File: src/rtl/jogador_automatico.sv
// Automatic player: records the LED sequence the game shows and replays it on the buttons.
// Optional fault injection (forca_erro port) is built only when ERRO_INJETADO_EN is defined.
module jogador_automatico #(
  parameter int HOLD_CICLOS  = 5,
  parameter int PAUSA_CICLOS = 5
) (
  input  logic       clock,
  input  logic       reset,
  input  logic       habilita,
  input  logic [3:0] leds,
  input  logic       vez_jogador,
  input  logic       nova_jogada,
  input  logic       pronto,
`ifdef ERRO_INJETADO_EN
  input  logic       forca_erro,
`endif
  output logic [3:0] botoes,
  output logic [3:0] db_estado,
  output logic [4:0] db_tamanho,
  output logic       db_overflow,
  output logic       db_erro
);

  typedef enum logic [3:0] {
    OCIOSO         = 4'd0,
    CAPTURA        = 4'd1,
    PRESSIONA      = 4'd2,
    SOLTA          = 4'd3,
    PROXIMA        = 4'd4,
    NOVA_PRESSIONA = 4'd5,
    NOVA_SOLTA     = 4'd6,
    AGUARDA_FIM    = 4'd7
  } estado_t;

  localparam logic [7:0] HOLD_FIM  = 8'(HOLD_CICLOS - 1);
  localparam logic [7:0] PAUSA_FIM = 8'(PAUSA_CICLOS - 1);

  estado_t    estado;
  logic [3:0] leds_ant;
  logic       vez_ant;
  logic [4:0] indice;
  logic [7:0] contador;
  logic [3:0] memoria [16];

  logic       borda_leds, subida_vez, aborta, captura_ok, erro_ativo;
  logic [4:0] tamanho_ef, prox_indice;
  logic [3:0] prox_entrada;

  assign borda_leds = (leds != 4'b0000) && (leds_ant == 4'b0000);
  assign subida_vez = vez_jogador && !vez_ant;
  assign aborta     = pronto || !habilita;
  assign captura_ok = (estado == CAPTURA) && !aborta && borda_leds && (db_tamanho != 5'd16);
  // Length including a capture happening this cycle, so a coincident vez rise sees it.
  assign tamanho_ef = db_tamanho + 5'(captura_ok);
  assign db_estado  = estado;

`ifdef ERRO_INJETADO_EN
  logic forca_reg;
  always_ff @(posedge clock) begin
    if (reset)
      forca_reg <= 1'b0;
    else if (estado == CAPTURA && subida_vez)
      forca_reg <= forca_erro;
  end
  assign erro_ativo = (estado == CAPTURA) ? forca_erro : forca_reg;
`else
  assign erro_ativo = 1'b0;
`endif

  // NOTE: every always_comb output gets a value on the first line, so no path can infer a latch.
  always_comb begin
    prox_indice  = (estado == CAPTURA) ? 5'd0 : indice + 5'd1;
    prox_entrada = (captura_ok && prox_indice == db_tamanho) ? leds : memoria[prox_indice[3:0]];
    if (erro_ativo && prox_indice == tamanho_ef - 5'd1)
      prox_entrada = {prox_entrada[2:0], prox_entrada[3]};
  end

  // NOTE: the sequence store is plain RAM with no reset; only db_tamanho says which entries are valid.
  always_ff @(posedge clock) begin
    if (captura_ok)
      memoria[db_tamanho[3:0]] <= leds;
  end

  // NOTE: sequential state uses non-blocking assignments so every register samples pre-edge values.
  always_ff @(posedge clock) begin
    if (reset) begin
      estado      <= OCIOSO;
      botoes      <= 4'b0000;
      db_tamanho  <= 5'd0;
      indice      <= 5'd0;
      contador    <= 8'd0;
      db_overflow <= 1'b0;
      db_erro     <= 1'b0;
      leds_ant    <= 4'b0000;
      vez_ant     <= 1'b0;
    end else begin
      leds_ant <= leds;
      vez_ant  <= vez_jogador;
      if (aborta) begin
        estado   <= OCIOSO;
        botoes   <= 4'b0000;
        contador <= 8'd0;
        indice   <= 5'd0;
      end else begin
        case (estado)
          OCIOSO: begin
            estado     <= CAPTURA;
            db_tamanho <= 5'd0;
          end
          CAPTURA: begin
            if (captura_ok)
              db_tamanho <= tamanho_ef;
            else if (borda_leds)
              db_overflow <= 1'b1;
            if (subida_vez) begin
              contador <= 8'd0;
              indice   <= 5'd0;
              if (tamanho_ef != 5'd0) begin
                estado <= PRESSIONA;
                botoes <= prox_entrada;
              end else if (nova_jogada) begin
                estado <= NOVA_PRESSIONA;
                botoes <= 4'b0001;
              end else begin
                estado  <= AGUARDA_FIM;
                db_erro <= 1'b1;
              end
            end
          end
          PRESSIONA, NOVA_PRESSIONA: begin
            if (contador == HOLD_FIM) begin
              estado   <= (estado == PRESSIONA) ? SOLTA : NOVA_SOLTA;
              botoes   <= 4'b0000;
              contador <= 8'd0;
            end else begin
              contador <= contador + 8'd1;
            end
          end
          SOLTA, NOVA_SOLTA: begin
            if (contador == PAUSA_FIM) begin
              estado   <= (estado == SOLTA) ? PROXIMA : AGUARDA_FIM;
              contador <= 8'd0;
            end else begin
              contador <= contador + 8'd1;
            end
          end
          PROXIMA: begin
            if (prox_indice < db_tamanho) begin
              estado <= PRESSIONA;
              indice <= prox_indice;
              botoes <= prox_entrada;
            end else if (nova_jogada) begin
              estado <= NOVA_PRESSIONA;
              botoes <= 4'b0001;
            end else begin
              estado <= AGUARDA_FIM;
            end
          end
          AGUARDA_FIM: begin
            if (!vez_jogador) begin
              estado     <= CAPTURA;
              db_tamanho <= 5'd0;
            end
          end
          default: begin
            estado <= OCIOSO;
            botoes <= 4'b0000;
          end
        endcase
      end
    end
  end

endmodule

File: config.mk
export PLATFORM = sky130hd
export DESIGN_NAME = jogador_automatico
export DESIGN_NICKNAME = d
export VERILOG_FILES = /design/src/rtl/jogador_automatico.sv
export SDC_FILE = /design/constraint.sdc
export NUM_CORES = 1
export LEC_CHECK = 0
export CAP_MARGIN = 10
export CORE_MARGIN = 3
export CORE_UTILIZATION = 40
export CTS_CLUSTER_DIAMETER = 120
export DETAILED_ROUTE_END_ITERATION = 6
export HOLD_SLACK_MARGIN = 0.05
export PLACE_DENSITY = 0.66
export SETUP_SLACK_MARGIN = 0.02
export SKIP_LAST_GASP = 1
export SYNTH_ARGS = -nofsm -noshare
export SYNTH_HDL_FRONTEND = slang
export SYNTH_SLANG_ARGS = --single-unit
File: constraint.sdc
create_clock -name clock -period 8.14 [get_ports clock]
set_input_delay 0.814 -clock clock [delete_from_list [all_inputs] [get_ports clock]]
set_output_delay 0.814 -clock clock [all_outputs]
set_load 0.02 [all_outputs]
==> flow_metrics.py <==
metrics = {
    "critical_path": {
        "r2r_start": "db_estado[1]$_SDFFE_PP0P_",
        "max_stage_delay_ps": 620,
        "cp.arrival_ps": 4180,
        "critPathKind": "reg -> reg",
        "critPathCaptureType": "flip-flop",
        "crit_slowest_cell": "dfxtp_1",
        "worstPathRequired_ps": 8400,
        "cpLargestDelayFamily": "simple AND/OR/NAND/NOR gates",
        "worstSetupStartpointType": "flip-flop",
        "crit_buf_inv": 2,
        "reg2reg_depth": 11,
        "cp_max_fo": 30,
        "r2r_slack_ps": 4220,
        "worst_r2r_endpoint": "botoes[0]$_SDFFE_PP0P_",
        "crit_chain": "or3b_1 > buf_4 > nand2_1 > clkinv_1 > ha_1 > and3_1 > o21a_1 > nor4_2 > o21ai_0 > or2_2 > o31ai_1",
    },
    "floorplanning": {
        "start_util_pct": 42.0,
        "ios": 25,
        "dieHeight_um": 114,
        "coreArea_mm2": 0.0111,
        "core.rowCount": 38,
        "die_area_mm2": 0.0130,
        "die_x_um": 114,
    },
    "cts": {
        "cts_setup_buffers": 0,
        "max-clock-path-buffers": 2,
        "cts_root_buf": "clkbuf_16",
        "clk_latency_ps": 340,
        "htree_levels": 3,
        "cts_resized": 0,
        "numCtsBuffers": 9,
        "cts_hold_buf": 0,
        "cts_tree": "done",
        "clk_pin_slew_ps": 70,
        "cts_sinks": 96,
    },
    "grt": {
        "overflow": 0,
        "grt_pass1_wl_um": 18200,
        "antenna_found_initial": 0,
        "grt_max_degree": 32,
        "grt.total_usage_pct": 18.3,
        "grt_pass1_vias": 3192,
    },
    "yosys": {
        "avgSynthCellArea_um2": 10.8,
        "ys_ff_latch": 96,
        "ys.flop_type": "edfxtp_1",
        "syn_nets": 455,
        "syn_inst": 435,
        "synthesis.area_mm2": 0.00468,
        "yosysSeqAreaShare_pct": 54.8,
        "synth_edf_count": 64,
        "yosysWarnings": 0,
        "ys_types": 66,
        "postSynth.asyncResetShare_pct": 0,
    },
    "sta": {
        "grt_setup_unrepaired": "false",
        "drv_slew": 0,
        "fmax_mhz": 255,
        "setup-violations-final": 0,
        "min_period_ps": 3920,
        "worstMarginPinSlew_ps": 1010,
        "slew_headroom_pct": 32.0,
        "clock_skew_ps": 9.98,
        "tns_ps": 0,
        "final_hold_viol_count": 0,
        "post-route-period-util_pct": 48.2,
    },
    "detailed_routing": {
        "firstDrtPassIters": 5,
        "route.detailed.drc": 0,
        "dr.max_layer_used": "met4",
        "dr_wl_met2_um": 5350,
        "detail-route-antenna-nets": 0,
        "wl_um": 11200,
        "routedWlPerCell_um": 18.9,
        "routed_via_density": 5.85,
        "wl_met1_um": 5040,
        "drt_iter0_drc": 319,
        "wl_met3_um": 646,
        "vias": 3475,
    },
    "cells_and_area": {
        "antenna_cells": 0,
        "fin_nets": 470,
        "final_common_cell": "edfxtp_1",
        "fill_cells": 1043,
        "fin_area_mm2": 0.00531,
        "final_cell_mix": "edfxtp_1 (64), nor2_1 (54), dfxtp_1 (32)",
        "fin_cells": 594,
        "post-route-util_pct": 47.7,
        "final_layout_size_suffix_gt1_share_pct": 9.03,
        "syn_to_final_growth_pct": 13.5,
    },
    "pwr": {
        "ir_worst_vdd_uv": 171,
        "power_density_mw_per_mm2": 184,
        "p_leak_nw": 1.72,
    },
    "job": {
        "max-cap-violations": 0,
    },
    "hold_path": {
        "hold_class": "reg -> reg",
        "whs_path_depth": 2,
        "hold_end": "contador[7]$_SDFFE_PP0P_",
        "worstHoldStart": "contador[7]$_SDFFE_PP0P_",
    },
    "placed_design": {
        "dp_hpwl_um": 7770,
        "portBuffers": 23,
        "dp.cells": 579,
        "gp_congestion": 0.954,
        "postPlaceCellArea_mm2": 0.00502,
    },
    "run_status": {
        "status": "completed",
    },
}
-- state kept, by name, summed over array words and instances, names as in the netlist, 3 cells and up --
| register | count |
|---|---|
| memoria | 64 |
| contador | 8 |
| db_tamanho | 5 |
| indice | 5 |
| botoes | 4 |
| leds_ant | 4 |
| db_estado | 3 |
-- worst min-delay path, stage by stage, from the launching register on --
cell	delay, ps
dfxtp_1	330
o21ai_0	70
a21oi_1	60
-- per-layer routing --
metal | vias up | global-route usage (%)
met5 | - | 0
met4 | 0 | 4.75
met3 | 16 | 3.38
met2 | 132 | 29.4
met1 | 1681 | 25.5
li1 | 1646 | -
-- final cells by class --
cell class	count	area, µm²	share of cell area, %
Tap cell	140	175	3.30
Clock inverter	6	68.8	1.30
Clock buffer	9	225	4.24
Multi-Input combinational cell	299	1950	36.8
Timing Repair Buffer	27	260	4.90
Inverter	17	63.8	1.20
Sequential cell	96	2560	48.3
-- how the worst max path moves through the flow --
stage / start / endpoint / slack [ps] / depth (start not counted)
4_1_cts: db_estado[1]$_SDFFE_PP0P_ / botoes[0]$_SDFFE_PP0P_ / 4250 / 11
3_3_place_gp: leds[0] / botoes[0]$_SDFFE_PP0P_ / 3980 / 11
3_5_place_dp: leds[0] / botoes[0]$_SDFFE_PP0P_ / 3910 / 11
2_1_floorplan: db_estado[0]$_SDFFE_PP0P_ / botoes[1]$_SDFFE_PP0P_ / 5040 / 12
5_1_grt: db_estado[1]$_SDFFE_PP0P_ / botoes[0]$_SDFFE_PP0P_ / 3980 / 11
6_report: db_estado[1]$_SDFFE_PP0P_ / botoes[0]$_SDFFE_PP0P_ / 4220 / 11
-- cells in the mapped netlist, types with 6 or more instances --
cell type	number	area (µm²)
a31oi_1	6	37.5
o21ai_0	23	115
inv_1	16	60.1
clkbuf_1	18	67.6
a21oi_1	29	145
nand2b_1	7	43.8
nand2_1	26	97.6
o211ai_1	6	45.0
mux4_2	6	135
and3_1	6	37.5
mux2i_1	9	90.1
nor3_1	11	55.1
nor2_1	54	203
edfxtp_1	64	1920
dfxtp_1	32	641
nand3_1	15	75.1
ha_1	10	125
nor2b_1	9	56.3
-- logic make-up (layout without fill, tap and decap cells) --
kind of cell | count (synthesis) | count (layout) | share of synthesized area [%]
and+or+nand+nor | 159 | 159 | 17.6
AOI/OAI and AO/OA | 104 | 104 | 14.5
DFF | 96 | 96 | 54.8
buffers and inverters | 40 | 59 | 3.42
muxes | 20 | 20 | 6.02
adders and majority gates | 10 | 10 | 2.68
xor gates and xnor gates | 5 | 5 | 0.937
other | 1 | 1 | 0.0802
-- power breakdown --
group	switching [mW]	total, mW	internal, mW
Combinational	0.0211	0.0327	0.0116
Sequential	0.00150	0.522	0.521
Clock	0.182	0.421	0.238
Total	0.205	0.975	0.770
-- stage by stage --
step                setup WS, ps  hold WS, ps  power [mW]
finish                      4220          499       0.975
floorplan                   5040          450       0.550
global route                3980          518        1.00
CTS                         4250          494       0.979
detailed placement          3910          480       0.565
global placement            3980          465       0.565
No activity file was read; power rests on OpenSTA's default activity.
